$ cat src/rtl/fsk_pkg.sv
// Shared definitions for the FSK transmit path: tone defaults, control states
// and the modulo phase wrap used by both the RTL and reference models.
package fsk_pkg;

    localparam int FSK_LUT_DEPTH  = 360;
    localparam int FSK_STEP_SPACE = 2;
    localparam int FSK_STEP_MARK  = 4;

    typedef enum logic {
        IDLE   = 1'b0,
        SYMBOL = 1'b1
    } fsk_state_e;

    // Operands are already in range, so a single conditional subtract suffices.
    function automatic int phase_wrap(input int sum, input int depth);
        return (sum >= depth) ? sum - depth : sum;
    endfunction

endpackage

$ cat src/rtl/fsk_phase_acc.sv
// Continuous-phase accumulator: steps a sine ROM address modulo LUT_DEPTH and
// holds the per-symbol step, which is loaded when a new bit is accepted.
module fsk_phase_acc
    import fsk_pkg::*;
#(
    parameter int LUT_DEPTH  = FSK_LUT_DEPTH,
    parameter int PHASE_W    = 9,
    parameter int STEP_SPACE = FSK_STEP_SPACE,
    parameter int STEP_MARK  = FSK_STEP_MARK
) (
    input  logic               clk,
    input  logic               reset,
    input  logic               en,
    input  logic               advance,
    input  logic               load,
    input  logic               load_mark,
    output logic [PHASE_W-1:0] phase_idx
);

    logic [PHASE_W-1:0] phase_q, phase_d;
    logic [PHASE_W-1:0] step_q, step_d;
    logic [PHASE_W:0]   sum;

    // The advance in the accept cycle still uses the old step; the new step
    // takes effect from the first cycle of the next symbol.
    always_comb begin
        sum     = {1'b0, phase_q} + {1'b0, step_q};
        phase_d = phase_q;
        step_d  = step_q;
        if (en) begin
            if (advance) begin
                phase_d = PHASE_W'(phase_wrap(32'(sum), LUT_DEPTH));
            end
            if (load) begin
                step_d = load_mark ? PHASE_W'(STEP_MARK) : PHASE_W'(STEP_SPACE);
            end
        end
    end

    always_ff @(posedge clk) begin
        if (reset) begin
            phase_q <= '0;
            step_q  <= PHASE_W'(STEP_SPACE);
        end else begin
            phase_q <= phase_d;
            step_q  <= step_d;
        end
    end

    assign phase_idx = phase_q;

endmodule

$ cat src/rtl/fsk_phase_ctrl.sv
// FSK transmit control: accepts serial bits, holds each for SYMBOL_CYCLES and
// drives a continuous-phase sine ROM address stepping at the mark/space rate.
module fsk_phase_ctrl
    import fsk_pkg::*;
#(
    parameter int LUT_DEPTH     = FSK_LUT_DEPTH,
    parameter int PHASE_W       = 9,
    parameter int SYMBOL_CYCLES = 100,
    parameter int STEP_SPACE    = FSK_STEP_SPACE,
    parameter int STEP_MARK     = FSK_STEP_MARK,
    parameter int CNT_W         = 16
) (
    input  logic               Clk,
    input  logic               reset,
    input  logic               en,
    input  logic               bit_in,
    input  logic               bit_valid,
    output logic               bit_ready,
    output logic [PHASE_W-1:0] phase_idx,
    output logic               phase_valid,
    output logic               symbol_start,
    output logic               busy
);

    fsk_state_e       state_q, state_d;
    logic [CNT_W-1:0] cnt_q, cnt_d;
    logic             start_q, start_d;
    logic             valid_q, valid_d;
    logic             busy_q, busy_d;
    logic             last_cyc;
    logic             accept;

    assign last_cyc  = (cnt_q == CNT_W'(SYMBOL_CYCLES - 1));
    assign bit_ready = en && ((state_q == IDLE) || ((state_q == SYMBOL) && last_cyc));
    assign accept    = bit_valid && bit_ready;

    // A new bit accepted on the last symbol cycle restarts the count directly,
    // so back-to-back symbols have no idle gap.
    always_comb begin
        state_d = state_q;
        cnt_d   = cnt_q;
        start_d = start_q;
        valid_d = valid_q;
        busy_d  = busy_q;
        if (en) begin
            start_d = 1'b0;
            case (state_q)
                IDLE: begin
                    if (accept) begin
                        state_d = SYMBOL;
                        cnt_d   = '0;
                        start_d = 1'b1;
                        valid_d = 1'b1;
                        busy_d  = 1'b1;
                    end
                end
                SYMBOL: begin
                    if (last_cyc) begin
                        cnt_d = '0;
                        if (accept) begin
                            start_d = 1'b1;
                        end else begin
                            state_d = IDLE;
                            valid_d = 1'b0;
                            busy_d  = 1'b0;
                        end
                    end else begin
                        cnt_d = cnt_q + CNT_W'(1);
                    end
                end
                default: begin
                    state_d = IDLE;
                    valid_d = 1'b0;
                    busy_d  = 1'b0;
                end
            endcase
        end
    end

    always_ff @(posedge Clk) begin
        if (reset) begin
            state_q <= IDLE;
            cnt_q   <= '0;
            start_q <= 1'b0;
            valid_q <= 1'b0;
            busy_q  <= 1'b0;
        end else begin
            state_q <= state_d;
            cnt_q   <= cnt_d;
            start_q <= start_d;
            valid_q <= valid_d;
            busy_q  <= busy_d;
        end
    end

    fsk_phase_acc #(
        .LUT_DEPTH (LUT_DEPTH),
        .PHASE_W   (PHASE_W),
        .STEP_SPACE(STEP_SPACE),
        .STEP_MARK (STEP_MARK)
    ) u_acc (
        .clk      (Clk),
        .reset    (reset),
        .en       (en),
        .advance  (state_q == SYMBOL),
        .load     (accept),
        .load_mark(bit_in),
        .phase_idx(phase_idx)
    );

    // A pending start pulse is held in start_q while en is low and shows once en returns.
    assign symbol_start = start_q && en;
    assign phase_valid  = valid_q;
    assign busy         = busy_q;

endmodule

$ cat config.mk
export PLATFORM = sky130hd
export DESIGN_NAME = fsk_phase_ctrl
export DESIGN_NICKNAME = d
export VERILOG_FILES = /design/src/rtl/fsk_pkg.sv /design/src/rtl/fsk_phase_acc.sv /design/src/rtl/fsk_phase_ctrl.sv
export SDC_FILE = /design/constraint.sdc
export NUM_CORES = 1
export LEC_CHECK = 0
export CORE_MARGIN = 3
export CORE_UTILIZATION = 42
export DETAILED_ROUTE_END_ITERATION = 10
export SETUP_SLACK_MARGIN = 0.5
export SYNTH_ARGS = -nofsm -noshare
export SYNTH_HDL_FRONTEND = slang
export SYNTH_HIERARCHICAL = 1
export SYNTH_SLANG_ARGS = --single-unit
$ cat constraint.sdc
create_clock -name Clk -period 3.9 [get_ports Clk]
set_clock_uncertainty 0.05 [all_clocks]
set_input_delay 0.78 -clock Clk [delete_from_list [all_inputs] [get_ports Clk]]
set_output_delay 0.78 -clock Clk [all_outputs]
set_load 0.05 [all_outputs]
* Word-level counts from Yosys, hierarchy flattened
Cells that the tools add are included.
Word-level totals: output and inout bits 13, latch bits 0, memory bits (writable) 0, word-level logic and storage cells 38, register bits 37, input bits 5, ROM bits 0, memories kept 0
Operators by class: multiplexer cells 14, reduce and logical (&&, ||, !) cells 9, add/subtract/negate cells 3, magnitude comparators 1, shift-type cells 0, bitwise gates (word level) 1, $mul 0, eq/ne operators 4, divide/modulo/power cells 0
Operators by type and width (count):
- 2-to-1 mux 16 bit | 2
- one-hot mux 16 bit (2 select lines) | 1
- adder 16 x 1 -> 16 bit, second input constant | 1
- == test 16 x 7 -> 1 bit, second input constant | 1
- adder 9 x 9 -> 10 bit | 1
- greater-or-equal comparator 10 x 9 -> 1 bit, second input constant | 1
- 2-to-1 mux 9 bit | 1
- subtractor 9 bit, second input constant | 1
- 2-to-1 mux 1 bit | 6
- one-hot mux 1 bit (2 select lines) | 3
- AND reduction 2 bit | 3
- logical AND 1 bit | 4
- != test 2 bit, second input constant | 2
- AND reduction 4 bit | 1
- 2-to-1 mux 3 bit | 1
- != test 2 x 1 -> 1 bit, second input constant | 1
- logical OR 1 bit | 1
- NOT 1 bit | 1

* Longest topological paths before layout
Gate-level depths: netlist (run 1).
word-level depth 8, gate-level depth with buffers 11, gate-level depth less buffers 10

* By module
Netlist (run 1), hierarchy kept.
Modules (own cells, without submodules):
- fsk_phase_ctrl | cells an instance 131, area an instance 1071.0 um^2, times used 1, sequential area each 380.4 um^2
- fsk_phase_acc | cells an instance 123, area an instance 903.4 um^2, times used 1, sequential area each 200.2 um^2

* Worst setup path before layout (run 1)
OpenSTA, ideal clock, no wires.
path type register to register, start point register u_acc.phase_q[1], in the netlist u_acc/phase_idx[1], end point register u_acc.phase_q[4], in the netlist u_acc/phase_idx[4], slack 0.788 ns, cell stages (with the launch flop) 11, clock period less this slack 3.112 ns, data arrival time 2.941 ns, library setup time 0.121 ns, buffers on the path 1, data required time 3.729 ns, cells stage by stage dfxtp_1 > ha_1 > inv_1 > fa_1 > buf_4 > nand2_1 > mux2i_1 > a311o_1 > or3_4 > a211o_1 > mux2_4
On the way: word-level cells in the longest chain between the ends 3, elaborated cells on any way between the ends 4, classes of those cells 2 x add/sub; 1 x order compare; 1 x mux
Ends and longest elaborated chain:
- start, declared | RTL line fsk_phase_acc.sv:20 | logic [PHASE_W-1:0] phase_q, phase_d;
- start signal, assigned | RTL line fsk_phase_acc.sv:45 | phase_q <= phase_d;
- adder 9 x 9 -> 10 bit (*) | RTL line fsk_phase_acc.sv:27 | sum = {1'b0, phase_q} + {1'b0, step_q};
- subtractor 9 bit or greater-or-equal comparator 10 x 9 -> 1 bit (tied branches) | RTL line fsk_pkg.sv:16 | return (sum >= depth) ? sum - depth : sum;
- 2-to-1 mux 9 bit (*) | RTL line fsk_pkg.sv:16
Every way passes the cells marked *; elsewhere a longest branch is shown, timed or not. A chain may end at the register's enable or synchronous reset.

* Final worst setup path (run 1)
start point input port en, end point output port symbol_start
On the way: word-level cells in the longest chain between the ends 1
Ends and longest elaborated chain:
- start, declared | RTL line fsk_phase_ctrl.sv:15 | input logic en,
- logical AND 1 bit | RTL line fsk_phase_ctrl.sv:112 | assign symbol_start = start_q && en;
- end, declared | RTL line fsk_phase_ctrl.sv:21 | output logic symbol_start,
Every way passes these cells.

==> summary.json, run 1 <==
{
  "outcome": {"value": "finished clean"},
  "worst_skew_pair.late_latency": {"value": 280, "unit": "ps"},
  "groute.usage.overall": {"value": 18.4, "unit": "%"},
  "report.final.hold_viol_count": {"value": 0},
  "io_buffer_count": {"value": 16},
  "totalPowerFinal": {"value": 0.721, "unit": "mW"},
  "stdcell_area": {"value": 2270, "unit": "um^2"},
  "finalSetupViolations": {"value": 0},
  "globalRoute.totalOverflow": {"value": 0},
  "postSynthAreaPerCell": {"value": 7.77, "unit": "um^2"},
  "drt.antenna.violating_nets": {"value": 0},
  "max-clock-path-buffers": {"value": 2},
  "htreeDepth": {"value": 2},
  "critPathMaxStageDelay": {"value": 790, "unit": "ps"},
  "drt_iter0_markers": {"value": 125},
  "worst-path-max-fanout": {"value": 11},
  "critical_path_launch_point_type": {"value": "input port"},
  "grt_pass1_wl": {"value": 8020, "unit": "um"},
  "maxSlewViolCount": {"value": 0},
  "post-route-drc-count": {"value": 0},
  "crit_path_arrival_time": {"value": 2340, "unit": "ps"},
  "fraction_of_final_layout_cells_sized_beyond_drive_strength_1": {"value": 8.58, "unit": "%"},
  "clk_root_buffer_cell": {"value": "sky130_fd_sc_hd__clkbuf_8"},
  "routedWlPerCell": {"value": 15.0, "unit": "um"},
  "slowest_stage_cell_crit_path": {"value": "sky130_fd_sc_hd__clkdlybuf4s50_1"},
  "layout_worst_path_cycle_share": {"value": 81.4, "unit": "%"},
  "row_count": {"value": 24},
  "avgViaCountPerCell": {"value": 6.00},
  "synth_top_area_share": {"value": 29.4, "unit": "%"},
  "asyncSetResetFlopFracSynth": {"value": 0, "unit": "%"},
  "filler_cell_count_in_the_final_layout": {"value": 457},
  "seq_area_frac_synth": {"value": 29.4, "unit": "%"},
  "first_pass_iters": {"value": 4},
  "critical_path.n_buffers_inverters": {"value": 3},
  "min-delay-path-class": {"value": "reg2reg"},
  "critical_path.most_common_cell": {"value": "sky130_fd_sc_hd__clkdlybuf4s50_1"},
  "timing.max_slew.rel_slack": {"value": 51.0, "unit": "%"},
  "cts_buffers": {"value": 5},
  "syn-instance-count": {"value": 254},
  "tritoncts": {"value": "yes"},
  "end_kind": {"value": "output port"},
  "dieWidth": {"value": 74.6, "unit": "um"},
  "cts.reportedPaths.clkPinSlew": {"value": 70, "unit": "ps"},
  "detailed_place_hpwl": {"value": 3460, "unit": "um"},
  "cap_viol_max_count": {"value": 0},
  "initial_utilization": {"value": 44.4, "unit": "%"},
  "path_delay_family": {"value": "buffers and inverters"},
  "layout_min_cycle_time": {"value": 3170, "unit": "ps"},
  "routed_wirelength": {"value": 4810, "unit": "um"},
  "place_congestion": {"value": 0.887},
  "design.final.nets": {"value": 276},
  "die-height": {"value": 74.6, "unit": "um"},
  "antenna_found_initial": {"value": 0},
  "synthDominantAreaCellType": {"value": "sky130_fd_sc_hd__dfxtp_1"},
  "layout.cells.non_filler": {"value": 320},
  "pin_count_of_the_biggest_net_entering_global_routing": {"value": 21},
  "synthesis.yosys.warnings": {"value": 6},
  "synthFlopType": {"value": "sky130_fd_sc_hd__dfxtp_1"},
  "postSynthNetCount": {"value": 263},
  "grt_pass1_vias": {"value": 1670},
  "synth_enable_flop_cells": {"value": 0},
  "dpl.cell_count": {"value": 312},
  "boundaryPins": {"value": 18},
  "fmax": {"value": 0.315, "unit": "GHz"},
  "power_density": {"value": 317, "unit": "nW/um^2"},
  "ys_seq_elements": {"value": 29},
  "dpl-instance-area": {"value": 2160, "unit": "um^2"},
  "worstPathCellList": {"value": "clkdlybuf4s50_1 -> buf_4 -> and2_1 -> clkdlybuf4s50_1"},
  "timing.setup.tns": {"value": 0, "unit": "ps"},
  "post_synth_main_area_contributors": {"value": "sky130_fd_sc_hd__dfxtp_1 29%, sky130_fd_sc_hd__nand2_1 4.9%, sky130_fd_sc_hd__a21oi_1 4.8%, sky130_fd_sc_hd__nor2_1 4.4%, sky130_fd_sc_hd__nand3_1 3.5%"},
  "synth_area": {"value": 1970, "unit": "um^2"},
  "die_area": {"value": 5560, "unit": "um^2"},
  "synth_cell_type_count": {"value": 62},
  "core_area": {"value": 4440, "unit": "um^2"},
  "rsz0062_at_grt": {"value": "false"},
  "antenna_diode_count": {"value": 0},
  "area_overhead_of_the_layout_relative_to_synthesis": {"value": 15.2, "unit": "%"},
  "peakVddDrop": {"value": 0.000229, "unit": "V"},
  "via_count": {"value": 1921},
  "cp_data_required_time": {"value": 3070, "unit": "ps"},
  "worstMarginPinSlew": {"value": 715, "unit": "ps"},
  "clock-sinks": {"value": 29},
  "setup.worst_path.class": {"value": "in2out"},
  "static_leak": {"value": 0.740, "unit": "nW"}
}
[Yosys cell counts, types with 2 or more instances]
library cell	number
sky130_fd_sc_hd__a31oi_1	4
sky130_fd_sc_hd__nand2_1	26
sky130_fd_sc_hd__nor2b_1	4
sky130_fd_sc_hd__buf_2	4
sky130_fd_sc_hd__nor3_1	10
sky130_fd_sc_hd__dfxtp_1	29
sky130_fd_sc_hd__inv_1	9
sky130_fd_sc_hd__o31a_1	2
sky130_fd_sc_hd__buf_4	4
sky130_fd_sc_hd__o21ai_0	6
sky130_fd_sc_hd__a22o_1	4
sky130_fd_sc_hd__o31ai_1	5
sky130_fd_sc_hd__xnor2_1	5
sky130_fd_sc_hd__ha_1	3
sky130_fd_sc_hd__nor4_1	11
sky130_fd_sc_hd__mux2i_1	3
sky130_fd_sc_hd__a211oi_1	3
sky130_fd_sc_hd__a31o_2	2
sky130_fd_sc_hd__a21oi_1	19
sky130_fd_sc_hd__clkbuf_1	5
sky130_fd_sc_hd__a22oi_1	2
sky130_fd_sc_hd__and2_1	5
sky130_fd_sc_hd__a41o_1	2
sky130_fd_sc_hd__nand3b_1	2
sky130_fd_sc_hd__nand3_1	14
sky130_fd_sc_hd__nand4_1	10
sky130_fd_sc_hd__nor2_1	23
sky130_fd_sc_hd__nand2b_1	3
sky130_fd_sc_hd__a21boi_0	2
[cell families after synthesis]
| logic type | Yosys count | synth area share, % |
|---|---|---|
| XOR/XNOR | 6 | 2.66 |
| AO/OA/AOI/OAI | 66 | 23.6 |
| adder cells (fa/ha/maj) | 4 | 2.92 |
| AND/OR/NAND/NOR | 121 | 33.5 |
| other | 1 | 0.190 |
| multiplexers | 4 | 2.28 |
| flip-flops | 29 | 29.4 |
| buffers and inverters | 23 | 5.45 |
[layout make-up]
type	count	area [um^2]	area share, %
Clock buffer	6	82.6	3.63
Clock inverter	2	37.5	1.65
Inverter	9	33.8	1.49
Multi-Input combinational cell	202	1290	56.5
Sequential cell	29	581	25.5
Tap cell	52	65.1	2.86
Timing Repair Buffer	20	189	8.31
[worst register-to-register path, cell delays in order, from the launching register on]
cell	delay [ps]
sky130_fd_sc_hd__dfxtp_1	350
sky130_fd_sc_hd__ha_1	240
sky130_fd_sc_hd__inv_1	70
sky130_fd_sc_hd__fa_1	540
sky130_fd_sc_hd__nand3b_1	300
sky130_fd_sc_hd__nor2_1	210
sky130_fd_sc_hd__xor2_1	120
sky130_fd_sc_hd__or3_4	440
sky130_fd_sc_hd__a211o_1	310
sky130_fd_sc_hd__mux2_4	300
[stage by stage]
| stage | util [%] | hold WS (ps) | setup WS (ps) |
|---|---|---|---|
| after global placement | 48.5 | 421 | 736 |
| after CTS | 51.2 | 430 | 720 |
| after floorplan | - | 419 | 788 |
| after global routing | 51.2 | 462 | 532 |
| after detailed placement | 48.5 | 418 | 734 |
| final | 51.2 | 431 | 727 |
[final timing paths]
| kind | endpoint | cells after the start | startpoint | slack (ps) |
|---|---|---|---|---|
| setup / recovery | symbol_start | 4 | en | 730 |
| hold / removal | u_acc/phase_idx[1] | 2 | u_acc/phase_idx[1] | 430 |
| setup reg to reg | u_acc/phase_idx[4] | 9 | u_acc/phase_idx[1] | 850 |
| hold reg to reg | u_acc/phase_idx[1] | 2 | u_acc/phase_idx[1] | 430 |
[what timing repair did]
item,CTS,global route
endpoints found under the setup margin,1,0
buffers inserted,0,0
hold endpoints to repair,0,0
hold buffers,0,0
gates resized for setup,1,0
[sequential cells by signal, summed over array words and instances, names as in the netlist]
signal and count:
u_acc/step_q 2, start_q 1, cnt_q 16, u_acc/phase_idx 8
state_q 1, busy 1
[power breakdown]
part | internal, mW | switching, mW
combinational | 0.0290 | 0.0548
sequential | 0.301 | 0.00669
clock | 0.208 | 0.122
[placed cells by master, fill, tap and decap left out, drive strengths merged, types with 5 or more instances in the layout]
| cell | instances |
|---|---|
| nor3 | 10 |
| xnor2 | 5 |
| nor4 | 11 |
| nor2 | 23 |
| nand2 | 26 |
| clkdlybuf4s50 | 15 |
| nand4 | 11 |
| and2 | 6 |
| clkbuf | 6 |
| a21oi | 20 |
| dfxtp | 29 |
| inv | 9 |
| o21ai | 7 |
| o31ai | 5 |
| nand3 | 15 |
[metal layers]
metal	up-vias	GRT usage, %	wire length [um]
met5	-	0	0
met1	880	29.3	2560
li1	981	-	-
met3	4	4.46	286
met4	0	4.35	26
met2	56	24.2	1930
(Power assumes the default switching activity.)
==> inputs of run 2 (changes only) <==
- clock period: 3.9 -> 2.85 ns (I/O delays scaled with it)
==> run 2 against run 1 <==
Critical path depth is 5 higher. Routed wire length is 13% higher. Register-to-register slack worse by 620 ps. Utilization is 5.8 points higher. Worst setup slack worse by 500 ps. Final area is 11% higher. Die area stayed put. Via count is 6.1% higher. Sequential power is 37% higher. Clock-buffer cell count is 1 higher. Cell count is 5.3% higher. Total power is 24% higher. Critical path type is now reg2reg.
==> summary.json, run 2 (synthesis results as in run 1) <==
{
  "slowest_stage_cell_crit_path": {"value": "sky130_fd_sc_hd__fa_2"},
  "die_area": {"value": 5560, "unit": "um^2", "change": "unchanged"},
  "worst-path-max-fanout": {"value": 6, "change": "-5"},
  "layout_worst_path_cycle_share": {"value": 91.9, "unit": "%"},
  "fmax": {"value": 0.382, "unit": "GHz"},
  "drt_iter0_markers": {"value": 194, "change": "+55%"},
  "largest_register_ffs": {"value": 16, "change": "unchanged"},
  "critical_path_launch_point_type": {"value": "flop"},
  "cts_buffers": {"value": 5, "change": "unchanged"},
  "rsz0062_at_grt": {"value": "true"},
  "routedWlPerCell": {"value": 16.1, "unit": "um", "change": "+7.1%"},
  "groute.usage.overall": {"value": 21.3, "unit": "%", "change": "+2.9 points"},
  "maxSlewViolCount": {"value": 0, "change": "unchanged"},
  "grt_pass1_wl": {"value": 9290, "unit": "um", "change": "+16%"},
  "drt.antenna.violating_nets": {"value": 0, "change": "unchanged"},
  "antenna_diode_count": {"value": 0, "change": "unchanged"},
  "power_density": {"value": 354, "unit": "nW/um^2", "change": "+12%"},
  "layout.cells.most_common": {"value": "sky130_fd_sc_hd__nand2_1"},
  "via_count": {"value": 2039, "change": "+6.1%"},
  "design.final.nets": {"value": 294, "change": "+6.5%"},
  "timing.setup.tns": {"value": 0, "unit": "ps", "change": "unchanged"},
  "crit_path_arrival_time": {"value": 2730, "unit": "ps", "change": "+390 ps"},
  "pin_count_of_the_biggest_net_entering_global_routing": {"value": 19, "change": "-9.5%"},
  "dieWidth": {"value": 74.6, "unit": "um", "change": "unchanged"},
  "htreeDepth": {"value": 2, "change": "unchanged"},
  "stdcell_area": {"value": 2530, "unit": "um^2", "change": "+11%"},
  "initial_utilization": {"value": 44.4, "unit": "%", "change": "unchanged"},
  "avgViaCountPerCell": {"value": 6.05, "change": "+0.79%"},
  "die-height": {"value": 74.6, "unit": "um", "change": "unchanged"},
  "peakVddDrop": {"value": 0.000258, "unit": "V", "change": "+13%"},
  "io_buffer_count": {"value": 16, "change": "unchanged"},
  "static_leak": {"value": 0.852, "unit": "nW", "change": "+15%"},
  "dpl-instance-area": {"value": 2270, "unit": "um^2", "change": "+5.2%"},
  "tritoncts": {"value": "yes"},
  "post-route-drc-count": {"value": 0, "change": "unchanged"},
  "layout_min_cycle_time": {"value": 2620, "unit": "ps"},
  "fraction_of_final_layout_cells_sized_beyond_drive_strength_1": {"value": 22.8, "unit": "%", "change": "+14 points"},
  "boundaryPins": {"value": 18, "change": "unchanged"},
  "regMostFlops": {"value": "cnt_q"},
  "worst_skew_pair.late_latency": {"value": 270, "unit": "ps", "change": "about the same"},
  "detailed_place_hpwl": {"value": 3700, "unit": "um", "change": "+6.7%"},
  "worstPathCellList": {"value": "ha_4 -> inv_2 -> fa_2 -> nand3b_1 -> nor2_4 -> xor2_2 -> or3_4 -> a211o_1 -> mux2_4"},
  "critPathMaxStageDelay": {"value": 400, "unit": "ps", "change": "-390 ps"},
  "layout.cells.most_common_list": {"value": "25 x sky130_fd_sc_hd__nand2_1, 22 x sky130_fd_sc_hd__nor2_1, 20 x sky130_fd_sc_hd__dfxtp_1, 20 x sky130_fd_sc_hd__buf_4, 17 x sky130_fd_sc_hd__a21oi_1"},
  "routed_wirelength": {"value": 5420, "unit": "um", "change": "+13%"},
  "cp_data_required_time": {"value": 2960, "unit": "ps", "change": "-110 ps"},
  "cts.reportedPaths.clkPinSlew": {"value": 60, "unit": "ps", "change": "about the same"},
  "worstMarginPinSlew": {"value": 644, "unit": "ps", "change": "-70.6 ps"},
  "globalRoute.totalOverflow": {"value": 0, "change": "unchanged"},
  "first_pass_iters": {"value": 5, "change": "+1"},
  "core_area": {"value": 4440, "unit": "um^2", "change": "unchanged"},
  "cts-hold-fix-buffers": {"value": 0, "change": "unchanged"},
  "end_kind": {"value": "flop"},
  "antenna_found_initial": {"value": 0, "change": "unchanged"},
  "row_count": {"value": 24, "change": "unchanged"},
  "report.final.hold_viol_count": {"value": 0, "change": "unchanged"},
  "finalSetupViolations": {"value": 0, "change": "unchanged"},
  "grt_pass1_vias": {"value": 1946, "change": "+17%"},
  "totalPowerFinal": {"value": 0.898, "unit": "mW", "change": "+24%"},
  "max-clock-path-buffers": {"value": 2, "change": "unchanged"},
  "setup.worst_path.class": {"value": "reg2reg"},
  "outcome": {"value": "finished clean"},
  "clock-sinks": {"value": 29, "change": "unchanged"},
  "cap_viol_max_count": {"value": 0, "change": "unchanged"},
  "area_overhead_of_the_layout_relative_to_synthesis": {"value": 28.3, "unit": "%"},
  "timing.max_slew.rel_slack": {"value": 56.8, "unit": "%", "change": "+5.8 points"},
  "min-delay-path-class": {"value": "reg2reg"},
  "clk_root_buffer_cell": {"value": "sky130_fd_sc_hd__clkbuf_8"},
  "place_congestion": {"value": 0.846, "change": "-4.6%"}
}
-- run 2: cell count changes in the layout (fill, tap and decap cells not counted), moves of 2 or more --
cell / previous run / this run
sky130_fd_sc_hd__a21oi_1: 19 / 17
sky130_fd_sc_hd__buf_12: 0 / 2
sky130_fd_sc_hd__buf_4: 4 / 20
sky130_fd_sc_hd__buf_6: 0 / 2
sky130_fd_sc_hd__clkdlybuf4s50_1: 15 / 13
sky130_fd_sc_hd__dfxtp_1: 29 / 20
sky130_fd_sc_hd__dfxtp_2: 0 / 5
sky130_fd_sc_hd__dfxtp_4: 0 / 4
sky130_fd_sc_hd__ha_1: 3 / 1
sky130_fd_sc_hd__ha_4: 0 / 2
sky130_fd_sc_hd__nor4_1: 11 / 9
sky130_fd_sc_hd__nor4_4: 0 / 2
-- run 2: final timing paths --
path	to	cells past startpoint	from	slack, ps
worst min register to register	u_acc/phase_idx[1]	2	u_acc/phase_idx[1]	450
worst min-delay path	u_acc/phase_idx[1]	2	u_acc/phase_idx[1]	450
worst max register to register	u_acc/phase_idx[4]	9	u_acc/step_q[1]	230
worst max-delay path	u_acc/phase_idx[4]	9	u_acc/step_q[1]	230
-- run 2: cell type report --
cell class,count,area (um^2)
Fill cell,408,1910
Multi-Input combinational cell,202,1400
Sequential cell,29,602
Timing Repair Buffer,38,352
Clock buffer,7,86.3
Tap cell,52,65.1
Inverter,9,33.8
-- run 2: timing repair --
item / in CTS / in global routing
pin swaps: 8 / 9
hold endpoints to repair: 0 / 0
setup endpoints to repair: 7 / 6
resized for setup: 14 / 10
buffers inserted: 6 / 5
-- run 2: power breakdown --
part	leakage [nW]	internal (mW)	switching (mW)
Sequential	0.239	0.411	0.0109
Clock	0.0443	0.191	0.149
Combinational	0.569	0.0544	0.0813
-- run 2: worst max-delay path, delay by kind of cell, from the launching register on --
family,cells,cell delay [ps]
AOI/OAI and AO/OA,1,280
and+or+nand+nor,3,860
DFF,1,350
xor gates and xnor gates,1,100
buffers and inverters,1,30
muxes,1,290
adders and majority gates,2,540
-- run 2: stage by stage --
| step | util (%) | hold slack (ps) | setup WS [ps] | cells |
|---|---|---|---|---|
| after global routing | 57.0 | 486 | 141 | 337 |
| after CTS | 55.2 | 459 | 306 | 332 |
| after detailed placement | 51.0 | 448 | 145 | 319 |
| final | 57.0 | 452 | 231 | 337 |
| after floorplan | - | 419 | 200 | 254 |
| after global placement | 51.0 | 437 | 185 | 319 |
-- run 2: metal layers --
metal	vias up	share of wire (%)	track usage (%)
met4	0	1.2	8.89
met3	8	6.3	3.24
li1	1016	-	-
met1	939	48	31.5
met5	-	0	0
met2	76	45	30.4
